<file path="src/rtl/cpu6_bus_interface.sv">
// CPU6 memory bus interface: 16-bit address register plus a single-access read/write
// sequencer (IDLE/SETUP/ACCESS/DONE). Define BUS_TIMEOUT_EN to add the ACCESS watchdog.
module cpu6_bus_interface #(
  parameter int SETUP_CYCLES = 1,
  parameter int TIMEOUT      = 15
) (
  input  logic        clock,
  input  logic        reset,
  input  logic [7:0]  fbus,
  input  logic        ld_addr_hi,
  input  logic        ld_addr_lo,
  input  logic        inc_addr,
  input  logic        rd_req,
  input  logic        wr_req,
  output logic        busy,
  output logic [7:0]  rd_data,
  output logic        rd_valid,
  output logic        bus_err,
  output logic [15:0] mem_addr,
  output logic [7:0]  mem_wdata,
  input  logic [7:0]  mem_rdata,
  output logic        mem_rd,
  output logic        mem_wr,
  input  logic        mem_ready
);

  typedef enum logic [1:0] {IDLE, SETUP, ACCESS, DONE} state_t;

  localparam bit NO_SETUP = (SETUP_CYCLES == 0);
  localparam int SCW      = (SETUP_CYCLES > 1) ? $clog2(SETUP_CYCLES) : 1;

  state_t         state;
  logic           is_read;
  logic [SCW-1:0] setup_cnt;
  logic [15:0]    addr;
  logic           accept;

  assign mem_addr = addr;
  assign accept   = ((state == IDLE) || (state == DONE)) && (rd_req || wr_req);

`ifdef BUS_TIMEOUT_EN
  localparam int TO_W = $clog2(TIMEOUT + 1);
  logic [TO_W-1:0] to_cnt;
`else
  // No watchdog: the error flag is a constant 0 for any legal TIMEOUT.
  assign bus_err = (TIMEOUT < 0);
`endif

  // Address register is frozen while a cycle is in flight; a load beats an increment.
  // NOTE: clocked blocks use non-blocking assignments only, so every register sees pre-edge values.
  always_ff @(posedge clock or negedge reset) begin
    if (!reset) begin
      addr <= 16'h0000;
    end else if (!busy) begin
      if (ld_addr_hi || ld_addr_lo) begin
        if (ld_addr_hi) addr[15:8] <= fbus;
        if (ld_addr_lo) addr[7:0]  <= fbus;
      end else if (inc_addr) begin
        addr <= addr + 16'd1;
      end
    end
  end

  // Sequencer; busy and the strobes are registered alongside the state.
  always_ff @(posedge clock or negedge reset) begin
    if (!reset) begin
      state     <= IDLE;
      is_read   <= 1'b0;
      setup_cnt <= '0;
      busy      <= 1'b0;
      rd_data   <= 8'h00;
      rd_valid  <= 1'b0;
      mem_wdata <= 8'h00;
      mem_rd    <= 1'b0;
      mem_wr    <= 1'b0;
`ifdef BUS_TIMEOUT_EN
      to_cnt    <= '0;
      bus_err   <= 1'b0;
`endif
    end else begin
      rd_valid <= 1'b0;
      unique case (state)
        IDLE, DONE: begin
          if (accept) begin
            // Read wins when both requests arrive together.
            is_read <= rd_req;
            if (!rd_req) mem_wdata <= fbus;
            busy    <= 1'b1;
`ifdef BUS_TIMEOUT_EN
            bus_err <= 1'b0;
            to_cnt  <= '0;
`endif
            if (NO_SETUP) begin
              state  <= ACCESS;
              mem_rd <= rd_req;
              mem_wr <= !rd_req;
            end else begin
              state     <= SETUP;
              setup_cnt <= SCW'(SETUP_CYCLES - 1);
            end
          end else begin
            state <= IDLE;
          end
        end
        SETUP: begin
          if (setup_cnt == '0) begin
            state  <= ACCESS;
            mem_rd <= is_read;
            mem_wr <= !is_read;
          end else begin
            setup_cnt <= setup_cnt - SCW'(1);
          end
        end
        ACCESS: begin
          if (mem_ready) begin
            state  <= DONE;
            busy   <= 1'b0;
            mem_rd <= 1'b0;
            mem_wr <= 1'b0;
            if (is_read) begin
              rd_data  <= mem_rdata;
              rd_valid <= 1'b1;
            end
          end
`ifdef BUS_TIMEOUT_EN
          else if (to_cnt == TO_W'(TIMEOUT - 1)) begin
            state   <= DONE;
            busy    <= 1'b0;
            mem_rd  <= 1'b0;
            mem_wr  <= 1'b0;
            bus_err <= 1'b1;
            if (is_read) begin
              rd_data  <= 8'hFF;
              rd_valid <= 1'b1;
            end
          end else begin
            to_cnt <= to_cnt + TO_W'(1);
          end
`endif
        end
        default: state <= IDLE;
      endcase
    end
  end

endmodule

</file>
<file path="config.mk">
export PLATFORM = sky130hd
export DESIGN_NAME = cpu6_bus_interface
export DESIGN_NICKNAME = d
export VERILOG_FILES = /design/src/rtl/cpu6_bus_interface.sv
export SDC_FILE = /design/constraint.sdc
export NUM_CORES = 1
export LEC_CHECK = 0
export ABC_AREA = 1
export ABC_CLOCK_PERIOD_IN_PS = 1700
export CORE_UTILIZATION = 47
export DETAILED_ROUTE_END_ITERATION = 16
export PLACE_DENSITY = 0.91
export SYNTH_ARGS = -nofsm -noshare
export SYNTH_HDL_FRONTEND = slang
export SYNTH_SLANG_ARGS = --single-unit
</file>
<file path="constraint.sdc">
create_clock -name clock -period 1.7 [get_ports clock]
set_input_delay 0.425 -clock clock [delete_from_list [all_inputs] [get_ports clock]]
set_output_delay 0.425 -clock clock [all_outputs]
set_load 0.02 [all_outputs]
</file>
# After elaboration in Yosys (flattened, before gate mapping)
# Cells that the tools add are included.
[totals]
reg_bits = 40
input_bits = 24
output_inout_bits = 37
wordCells = 64
[op_classes]
addsub = 2
n_eq_ne = 8
n_mux = 21
bitwise_logic = 2
n_reduce_logical = 20
[ops]
columns = ["cell", "count"]
rows = [
  ["$mux 16", 2],
  ["$reduce_and 3->1", 6],
  ["$add 16x1->16 const B", 1],
  ["$mux 8", 2],
  ["$mux 1", 10],
  ["$ne 2x2->1 const B", 5],
  ["$pmux 1 s2", 4],
  ["$reduce_bool 2->1", 4],
  ["$pmux 2 s3", 1],
  ["$reduce_and 2->1", 3],
  ["$eq 2x2->1 const B", 2],
  ["$mux 2", 2],
  ["$logic_or 1x1->1", 3],
  ["$eq 2x1->1 const B", 1],
  ["$logic_not 2->1", 1],
  ["$not 1->1", 2],
  ["$reduce_or 2->1", 1],
  ["$logic_and 1x1->1", 1],
  ["$logic_not 1->1", 1],
  ["$sub 1x1->1 const B", 1],
]

# Longest topological paths before layout
[depth]
ltp_word = 5
depth_mapped = 9
mapped_depth_nobuf = 9

# Worst setup path before layout
# Ideal clock, no wire load.
[synth_path]
kind = "reg-to-reg"
startpoint = "register addr[1] (netlist: mem_addr[1])"
endpoint = "register addr[12] (netlist: mem_addr[12])"
setup_time_ps = 121
arrival_time_ps = 1346
required_ps = 1579
setup_slack_ps = 233
path_stages_with_launch = 9
path_buffers = 0
synth_period_minus_slack_ps = 1467
path_cell_list = "dfrtp_1 -> ha_1 -> nand2_2 -> nor2_2 -> nand2_1 -> o21bai_1 -> nand2_1 -> nand2_1 -> a21oi_1"
[synth_via]
elab_chain_len = 3
[synth_lines]
columns = ["element", "line", "text"]
rows = [
  ["start: declaration", "35", "logic [15:0] addr;"],
  ["start signal: assignment", "57", "if (ld_addr_lo) addr[7:0] <= fbus;"],
  ["start signal: assignment", "59", "addr <= addr + 16'd1;"],
  ["$add 16x1->16", "59", ""],
  ["$mux 16", "58", "end else if (inc_addr) begin"],
  ["$mux 16", "55", "if (ld_addr_hi || ld_addr_lo) begin"],
]
# No other way between the ends. The select of a mux whose other input is x is not followed.
# A chain may end at the register's enable or synchronous reset.

# Worst setup path in the final report
[layout_path]
startpoint = "register rd_data[7]"
endpoint = "output port rd_data[7]"
[layout_rtl]
columns = ["element", "line", "text"]
rows = [
  ["start: declaration", "16", "output logic [7:0] rd_data,"],
  ["start signal: assignment", "121", "rd_data <= mem_rdata;"],
]
# No word-level cell between the ends.

==> results.md <==
* Post-synth top flop: dfrtp_1
* Maximum capacitance violations at 0
* Clock-pin transition on the worst setup and hold timing paths at roughly 0.080 ns
* Clock tree buffer depth at 2
* Worst-Skew Late Latency at 0.30 ns
* Worst Max-Slew Pin Slew at ~0.53 ns
* Hold crit path type: input pin to async pin
* Register area share after synthesis at between 40% and 50%
* EDFF count, synth at 0
* Die ar. at 4800 um2
* Clock H-tree levels at 2
* CTS tree: built
* Setup Skew at around 0.0073 ns
* Synth Warn # at 0
* HPWL after DPL at 4210 um
* RSZ-0062 raised after global routing: false
* Worst vdd ir at 0.787 mV
* Worst Path Buf+Inv at 1
* Post-Syn Instances at 282
* Global-route usage over all layers at about 24%
* Share of flip-flops with an asynchronous set or reset at 100%
* DRT met1 WL at 2270 um
* Placed inst area at 2850 um2
* Hold Violations, Final at 0
* Post-Syn Area per Cell at about 7.6 um2
* Crit path cell chain: clkdlybuf4s50_1
* F_max at 595 MHz
* Share of cells above drive strength 1 at 11.3%
* I/O Buffers at between 50 and 60
* Core area at between 4000 and 5000 um2
* Slowest CP cell: clkdlybuf4s50_1
* Largest net degree at the start of global routing at 24
* Total nets after synthesis at 309
* Die H at 69.3 um
* Worst Path Max Fanout at 2
* Cell row count at 24
* CTS hold repair buffers at 0
* Status: finished clean
* CTS buffer count at 5
* Initial antenna violation count at 0
* Netlist cell types at 32
* Cell Area, Synth at about 2100 um2
* Final Power at 5340 uW
* Largest stage delay on the critical path at about 0.60 ns
* Met2 routed WL at 2840 um
* Final Cell Area at 2950 um2
* Final wirelength at around 5600 um
* First-pass GRT wire length at 9270 um
* Setup violations, final at 0
* #FFs+latches synth at 39
* Top Family by Delay on Critical Path: buffers and inverters
* Met3 routed WL at 307 um
* Crit path arrival time at 1.26 ns
* Clock Sinks at 39
* Final period util at 98.9%
* Leak at 0.00160 uW
* DRT iter0 DRCs at 162
* CP Data Required Time at 1.27 ns
* ANT nets after route at 0
* Pre-antenna DRT Iters at 4
* Drt via density at 5.12
* I/O pins at a little over 60
* Fin crit period at 1.68 ns
* ANT cells at 0
* DR top layer: met4
* Final #Nets at 380
* WL/cell at 13.7 um
* DRC viols at 0
* Slew Viols, Final at 0
* Root buffer selected by CTS: clkbuf_8
* Crit path capture type: output pin
* DR vias at 2,080
* Initial Utilization at 48.9%
* Startpoint Class: flip-flop
* Vias in the first global route at 2,009
* Worst relative slew slack at 64.4%
* Die width at ~69 um
* Post CTS Setup Buffer Count at 0
* PD cells at 1810 nW/um2
* Overflow after GRT at 0
* Critical path class: flip-flop to output pin
* Area growth from synthesis to layout at 38.3%
* Placer Congestion at about 0.9
==> sequential cells by signal, summed over array words and instances, names as in the netlist <==
name	cells
busy	1
is_read	1
mem_addr	16
mem_rd	1
mem_wdata	8
mem_wr	1
rd_data	8
rd_valid	1
state	2
==> cell usage after synthesis, types with 2 or more instances <==
| cell | number | area (um2) |
|---|---|---|
| nor2_1 | 33 | 124 |
| inv_1 | 36 | 135 |
| a21oi_1 | 10 | 50.1 |
| a22oi_1 | 2 | 15.0 |
| o21ai_1 | 2 | 10.0 |
| nand2_1 | 86 | 323 |
| nor2_2 | 4 | 25.0 |
| nand4_1 | 2 | 12.5 |
| nor2_4 | 3 | 33.8 |
| or2_2 | 3 | 18.8 |
| nand2_2 | 2 | 12.5 |
| nand3_1 | 14 | 70.1 |
| a21boi_1 | 4 | 30.0 |
| buf_2 | 3 | 15.0 |
| ha_1 | 3 | 37.5 |
| buf_6 | 2 | 22.5 |
| dfrtp_1 | 39 | 976 |
| o21ai_2 | 2 | 17.5 |
| o21ai_0 | 19 | 95.1 |
==> worst paths after layout <==
| kind | from | end | slack [ns] | cells past startpoint |
|---|---|---|---|---|
| worst min-delay path | reset | mem_wdata[7] | 0.1 | 1 |
| max in group asynchronous | reset | rd_data[3] | 1.04 | 2 |
| worst min register to register | rd_data[5] | rd_data[5] | 0.48 | 2 |
| worst max register to register | state[0] | mem_wdata[1] | 0.13 | 5 |
| min in group clock | rd_data[5] | rd_data[5] | 0.48 | 2 |
| worst max-delay path | rd_data[7] | rd_data[7] | 0.02 | 1 |
==> cells in the final DEF (no fill, tap or decap), types with 4 or more instances in the layout <==
master,instances
a21boi_1,4
a21oi_1,10
buf_4,10
clkbuf_8,5
clkdlybuf4s50_1,24
dfrtp_1,39
dlygate4sd2_1,26
dlymetal6s2s_1,8
inv_1,36
nand2_1,86
nand3_1,14
nor2_1,33
nor2_2,4
o21ai_0,19
or2_2,4
==> layer usage <==
layer	up-vias	track usage, %
li1	1018	-
met1	969	29.2
met2	80	41.9
met3	13	5.09
met4	0	10.9
met5	-	0
==> repair_timing <==
action | in CTS | in global routing
gates resized for setup | 26 | 9
pin swaps | 0 | 0
endpoints found under the setup margin | 26 | 14
==> metrics by stage <==
stage	cells	utilization (%)	setup slack, ns	setup TNS (ns)	hold slack [ns]
floorplan	282	-	0.233	0	0.129
finish	406	67.6	0.0184	0	0.0972
detailed placement	398	65.3	-0.147	-1.06	0.438
CTS	406	67.2	0.000994	0	0.111
global route	406	67.6	0.00303	0	0.132
global placement	398	65.3	-0.0871	-0.368	0.426
==> cell type report <==
type                            instances  area (um2)
Timing Repair Buffer                   71         688
Tap cell                               52        65.1
Multi-Input combinational cell        200         968
Clock buffer                            5        68.8
Sequential cell                        39         976
Fill cell                             358        1410
Inverter                               36         135
Clock inverter                          3        43.8
==> power by group <==
part	switching, uW	internal (uW)
Sequential	371	1370
Clock	349	437
Combinational	1690	1120
Total	2410	2930
==> kinds of logic (layout without fill, tap and decap cells) <==
logic type	after synthesis	after routing	synth area share, %
muxes	1	1	0.470
DFF	39	39	45.8
buffers and inverters	43	115	8.70
other	1	1	0.176
and+or+nand+nor	150	150	30.1
adders and majority gates	3	3	1.76
AOI/OAI and AO/OA	45	45	13.0
Power figures use the tool's default switching activity.
